**src/rtl/waveforms_plot_sequencer.sv**
```systemverilog
// rtl/waveforms_plot_sequencer.sv - frame sequencer driving the SSD1306 waveform plotter registers
module waveforms_plot_sequencer #(
    parameter int NUM_PAGES      = 8,
    parameter int BYTES_PER_PAGE = 15,
    parameter bit INIT_EN        = 1'b1
) (
    input  logic       clk,
    input  logic       rst_n,
    input  logic       start,
    input  logic       abort,
    input  logic [3:0] presc,
    input  logic       gnd_en,
    input  logic       header_en,
    input  logic       sample_valid,
    input  logic [7:0] sample_data,
    output logic       sample_ready,
    output logic [3:0] p_address,
    output logic       p_data_write,
    output logic [7:0] p_data_in,
    input  logic       p_idle,
    output logic       busy,
    output logic       done,
    output logic [2:0] page
);

    localparam logic [3:0] ADDR_DATA     = 4'h0;
    localparam logic [3:0] ADDR_SPI      = 4'h1;
    localparam logic [3:0] ADDR_DC_PRESC = 4'h2;
    localparam logic [3:0] ADDR_SEL      = 4'h8;
    localparam logic [2:0] LAST_PAGE     = 3'(NUM_PAGES - 1);
    localparam logic [3:0] LAST_BYTE     = 4'(BYTES_PER_PAGE - 1);
    localparam logic [2:0] LAST_INIT     = 3'd5;

    typedef enum logic [2:0] {
        S_IDLE,
        S_CFG,
        S_INIT,
        S_SEL,
        S_FETCH,
        S_DATA,
        S_END
    } state_t;

    // Every command state walks ISSUE -> GAP -> WAIT; the gap covers the plotter's late status.
    typedef enum logic [1:0] {
        PH_ISSUE,
        PH_GAP,
        PH_WAIT
    } phase_t;

    state_t     state_q, state_d;
    phase_t     phase_q, phase_d;
    logic [2:0] init_q, init_d;
    logic [3:0] byte_q, byte_d;
    logic [2:0] page_q, page_d;
    logic [3:0] presc_q, presc_d;
    logic [3:0] addr_q, addr_d;
    logic [7:0] data_q, data_d;
    logic       busy_q, busy_d;
    logic       done_q, done_d;
    logic       pop;
    logic       go_sel, go_end;
    logic [2:0] sel_page;

    function automatic logic [7:0] init_byte(input logic [2:0] idx);
        case (idx)
            3'd0:    init_byte = 8'hAE;
            3'd1:    init_byte = 8'h20;
            3'd2:    init_byte = 8'h02;
            3'd3:    init_byte = 8'h8D;
            3'd4:    init_byte = 8'h14;
            default: init_byte = 8'hAF;
        endcase
    endfunction

    always_comb begin
        state_d  = state_q;
        phase_d  = phase_q;
        init_d   = init_q;
        byte_d   = byte_q;
        page_d   = page_q;
        presc_d  = presc_q;
        addr_d   = addr_q;
        data_d   = data_q;
        busy_d   = busy_q;
        done_d   = 1'b0;
        pop      = 1'b0;
        go_sel   = 1'b0;
        go_end   = 1'b0;
        sel_page = page_q;

        case (state_q)
            S_IDLE: begin
                if (start) begin
                    busy_d  = 1'b1;
                    presc_d = presc;
                    page_d  = 3'd0;
                    byte_d  = 4'd0;
                    init_d  = 3'd0;
                    state_d = S_CFG;
                    phase_d = PH_ISSUE;
                    addr_d  = ADDR_DC_PRESC;
                    // header/ground enables only appear here, so the command register holds them
                    data_d  = {header_en, gnd_en, 2'b00, presc};
                end
            end
            S_FETCH: begin
                if (abort) begin
                    go_end = 1'b1;
                end else if (sample_valid) begin
                    pop     = 1'b1;
                    state_d = S_DATA;
                    phase_d = PH_ISSUE;
                    addr_d  = ADDR_DATA;
                    data_d  = sample_data;
                end
            end
            default: begin
                case (phase_q)
                    PH_ISSUE: phase_d = PH_GAP;
                    PH_GAP:   phase_d = PH_WAIT;
                    default: begin
                        if (p_idle) begin
                            phase_d = PH_ISSUE;
                            if (state_q == S_END) begin
                                state_d = S_IDLE;
                                busy_d  = 1'b0;
                                done_d  = 1'b1;
                            end else if (abort) begin
                                go_end = 1'b1;
                            end else begin
                                case (state_q)
                                    S_CFG: begin
                                        if (INIT_EN) begin
                                            state_d = S_INIT;
                                            init_d  = 3'd0;
                                            addr_d  = ADDR_SPI;
                                            data_d  = init_byte(3'd0);
                                        end else begin
                                            go_sel = 1'b1;
                                        end
                                    end
                                    S_INIT: begin
                                        if (init_q == LAST_INIT) begin
                                            go_sel = 1'b1;
                                        end else begin
                                            init_d = init_q + 3'd1;
                                            data_d = init_byte(init_q + 3'd1);
                                        end
                                    end
                                    S_SEL: state_d = S_FETCH;
                                    S_DATA: begin
                                        if (byte_q < LAST_BYTE) begin
                                            byte_d  = byte_q + 4'd1;
                                            state_d = S_FETCH;
                                        end else if (page_q < LAST_PAGE) begin
                                            go_sel   = 1'b1;
                                            sel_page = page_q + 3'd1;
                                        end else begin
                                            go_end = 1'b1;
                                        end
                                    end
                                    default: state_d = S_IDLE;
                                endcase
                            end
                        end
                    end
                endcase
            end
        endcase

        if (go_sel) begin
            state_d = S_SEL;
            phase_d = PH_ISSUE;
            byte_d  = 4'd0;
            page_d  = sel_page;
            addr_d  = ADDR_SEL;
            data_d  = {5'b0, sel_page};
        end
        // Closing write deselects the panel and drops the header/ground enables.
        if (go_end) begin
            state_d = S_END;
            phase_d = PH_ISSUE;
            addr_d  = ADDR_DC_PRESC;
            data_d  = {2'b00, 2'b11, presc_q};
        end
    end

    always_ff @(posedge clk or negedge rst_n) begin
        if (!rst_n) begin
            state_q <= S_IDLE;
            phase_q <= PH_ISSUE;
            init_q  <= 3'd0;
            byte_q  <= 4'd0;
            page_q  <= 3'd0;
            presc_q <= 4'd0;
            addr_q  <= 4'd0;
            data_q  <= 8'd0;
            busy_q  <= 1'b0;
            done_q  <= 1'b0;
        end else begin
            state_q <= state_d;
            phase_q <= phase_d;
            init_q  <= init_d;
            byte_q  <= byte_d;
            page_q  <= page_d;
            presc_q <= presc_d;
            addr_q  <= addr_d;
            data_q  <= data_d;
            busy_q  <= busy_d;
            done_q  <= done_d;
        end
    end

    assign p_data_write = (phase_q == PH_ISSUE) && (state_q != S_IDLE) && (state_q != S_FETCH);
    assign sample_ready = pop;
    assign p_address    = addr_q;
    assign p_data_in    = data_q;
    assign busy         = busy_q;
    assign done         = done_q;
    assign page         = page_q;

endmodule
```
**config.mk**
```make
export PLATFORM = sky130hd
export DESIGN_NAME = waveforms_plot_sequencer
export DESIGN_NICKNAME = d
export VERILOG_FILES = /design/src/rtl/waveforms_plot_sequencer.sv
export SDC_FILE = /design/constraint.sdc
export NUM_CORES = 1
export LEC_CHECK = 0
export BUFFER_PORTS_ARGS = -buffer_cell sky130_fd_sc_hd__buf_2
export CAP_MARGIN = 0
export CORE_MARGIN = 2
export CORE_UTILIZATION = 26
export DETAILED_ROUTE_END_ITERATION = 7
export SLEW_MARGIN = 40
export SYNTH_ARGS = -nofsm -noshare
export SYNTH_HDL_FRONTEND = slang
export SYNTH_SLANG_ARGS = --single-unit
```
**constraint.sdc**
```tcl
create_clock -name clk -period 6.8 [get_ports clk]
set_input_delay 0.68 -clock clk [delete_from_list [all_inputs] [get_ports clk]]
set_output_delay 0.68 -clock clk [all_outputs]
set_load 0.1 [all_outputs]
```
==> impl_metrics.csv <==
group,metric,value,unit
run_status,status,"complete, no violations",
synthesis,ys_ff_latch,32,
routing,drt-total-wl,5600,um
global_route,grt_pass1_wl,9440,um
synthesis,syn-mean-instance-area,9.32,um^2
synthesis,yosysTopAreaCellShare,36.9,%
sta,rsz0062_at_grt,"no",
power_and_ir_drop,power.total,1.26,mW
worst_setup_path,cp_max_fo,19,
power_and_ir_drop,leakagePower,1.16,nW
run,drv_cap,0,
synthesis,synth_flop_cell,"dfrtp_1",
place,placed_area,0.00242,mm^2
place,dp_hpwl,4240,um
final_layout,antenna_cells,0,
clock_tree,insertion_delay,290,ps
sta,holdWs,240,ps
synthesis,netlist_instances,233,
min_path,hold_class,"input pin to asynchronous set/reset pin",
final_layout,drive_above_1_share,26.6,%
place,port-buffer-count,37,
clock_tree,cts_tree,"built",
clock_tree,numCtsBuffers,5,
floorplan,pin_count,39,
global_route,antenna_found_initial,0,
global_route,grt_pass1_vias,1890,
synthesis,yosysTopAreaCell,"dfrtp_1",
place,dp.cells,363,
final_layout,finish.utilization,31.3,%
synthesis,synthesis.nets,261,
synthesis,synth_area,0.00217,mm^2
worst_setup_path,r2r_end,"p_data_in[5]",
worst_setup_path,timing.rr.start,"state_q[0]",
sta,setup_tns,0,ps
floorplan,die_h,95.4,um
routing,dr.pass1.iters,4,
final_layout,finalNonFillerCells,372,
clock_tree,cts.sinks,32,
floorplan,die_area,0.00910,mm^2
sta,layout_setup_ws,3840,ps
clock_tree,cts_buffer_depth,2,
synthesis,yosysSeqAreaShare,36.9,%
clock_tree,postCtsSetupRepairBufs,0,
worst_setup_path,r2r_slack,4210,ps
clock_tree,cts_max_level,2,
sta,min_period_over_period,43.6,%
power_and_ir_drop,irDropWorstVdd,0.257,mV
routing,vias,1933,
final_layout,nNetsFinal,294,
synthesis,synthTopCellsByArea,"dfrtp_1, mux2_2, ha_1, a21oi_1, mux2i_1",
global_route,overflow,0,
worst_setup_path,cpPeakStageDelay,640,ps
place,routabilityCongestion,0.886,
routing,drc_errors,0,
global_route,grt_max_degree,33,
final_layout,design_area,0.00254,mm^2
final_layout,fill_cells,848,
worst_setup_path,cp_num_buf_inv,1,
worst_setup_path,path_delay_family,"simple AND/OR/NAND/NOR gates",
final_layout,area_delta_synth_final,17.2,%
synthesis,synth_warnings,0,
routing,drt_iter0_markers,190,
worst_setup_path,cp_cell_sequence,"nor2_2 > and4_1 > buf_2",
routing,wl_per_cell,15.1,um
global_route,grt_usage,13.4,%
sta,worstMarginPinSlew,683,ps
sta,slew_violations,0,
synthesis,synth_cell_types,56,
sta,fmax,338,MHz
synthesis,synth.most_common_cell,"dfrtp_1",
worst_setup_path,cp_data_arrival_time,2280,ps
clock_tree,cts_root_buf,"clkbuf_8",
synthesis,synthArstFlopShare,100,%
sta,slew_headroom,54.4,%
clock_tree,clkTransAtPathRegs,70,ps
sta,setup_viol,0,
routing,vias_per_cell,5.20,
worst_setup_path,crit_slowest_cell,"nor2_2",
worst_setup_path,crit_type,"register to output port",
sta,fin_crit,2960,ps
floorplan,initial_utilization,26.7,%
clock_tree,cts_resized,0,
sta,finalHoldViolations,0,
floorplan,std_cell_rows,33,
synthesis,synth_edf_count,0,
worst_setup_path,start_kind,"register",
power_and_ir_drop,power.density,494,mW/mm^2
floorplan,core_area,0.00813,mm^2
worst_setup_path,critPathRequiredTime,6120,ps
clock_tree,cts_hold_buf,0,
worst_setup_path,r2r_cells,5,
floorplan,die_x,95.4,um
worst_setup_path,crit_path_end_kind,"output port",
sta,skew,5.67,ps
routing,postRouteAntennaNets,0,
place,dpl_worst_slack,4170,ps
synthesis,synth_commonest_cells,"dfrtp_1, a21oi_1, nor2_1, nand2_1, o21ai_0",
==> how the worst max path moves through the flow <==
stage / start / slack, ps / end / cells after the start
after floorplan: state_q[0] / 3220 / p_data_write / 4
after global placement: state_q[0] / 4220 / sample_ready / 3
after detailed placement: state_q[0] / 4170 / sample_ready / 3
after CTS: state_q[0] / 3850 / sample_ready / 3
after global routing: state_q[0] / 3710 / sample_ready / 3
final: state_q[0] / 3840 / sample_ready / 3
==> cell type report <==
cell class / instances / area [um^2] / area share (%)
inverters: 8 / 30.0 / 1.18
clock buffers: 6 / 82.6 / 3.24
repair buffers: 38 / 213 / 8.36
flip-flops and latches: 32 / 802 / 31.5
multi-input cells: 181 / 1280 / 50.1
well taps: 105 / 131 / 5.16
clock inverters: 2 / 10.0 / 0.393
==> metal layers <==
layer	routed length [um]	vias to the layer above	GRT usage, %
met5	0	-	0
met2	2460	73	20.2
met1	2650	928	19.4
met3	459	5	3.00
met4	37	0	3.57
li1	-	927	-
==> flip-flops by register name, summed over array words and instances, names as in the netlist <==
| name | count |
|---|---|
| byte_q | 4 |
| presc_q | 4 |
| page | 3 |
| state_q | 3 |
| p_data_in | 8 |
| busy | 1 |
| done | 1 |
| init_q | 3 |
| p_address | 3 |
| phase_q | 2 |
==> cells in the final DEF, fill, tap and decap left out, types with 2 or more instances in the layout <==
cell type / Yosys / final
a21o_1: 5 / 5
mux2i_1: 9 / 9
ha_1: 8 / 8
o21ai_0: 16 / 16
or3_1: 3 / 3
mux2_2: 11 / 11
buf_2: 3 / 37
a221o_1: 3 / 3
o211ai_1: 2 / 2
dfrtp_1: 32 / 31
inv_1: 8 / 8
and3_1: 3 / 3
or2_2: 2 / 2
nor2_1: 18 / 18
nor3_1: 7 / 7
a22oi_1: 2 / 2
nand2_1: 16 / 16
and3b_1: 2 / 2
nor3b_1: 4 / 4
nand4_1: 3 / 3
a21oi_1: 19 / 19
nor2_2: 3 / 3
mux2_1: 4 / 4
nand3_1: 7 / 7
a31oi_1: 2 / 2
clkinv_2: 0 / 2
o21a_1: 2 / 2
o31ai_1: 3 / 3
nand2b_1: 2 / 2
clkbuf_8: 0 / 6
==> cells by family after synthesis <==
| group | after synthesis | synth area share (%) |
|---|---|---|
| AND/OR/NAND/NOR | 81 | 21.2 |
| flip-flops | 32 | 36.9 |
| adder cells (fa/ha/maj) | 8 | 4.61 |
| other | 1 | 0.173 |
| XOR/XNOR | 1 | 0.404 |
| buffers and inverters | 20 | 4.32 |
| AO/OA/AOI/OAI | 66 | 20.5 |
| multiplexers | 24 | 11.9 |
==> power breakdown <==
group          switching [mW]  internal, mW
clock network          0.0740        0.0807
logic                   0.511         0.229
registers               0.103         0.261
total                   0.687         0.571
Power figures use the tool's default switching activity.
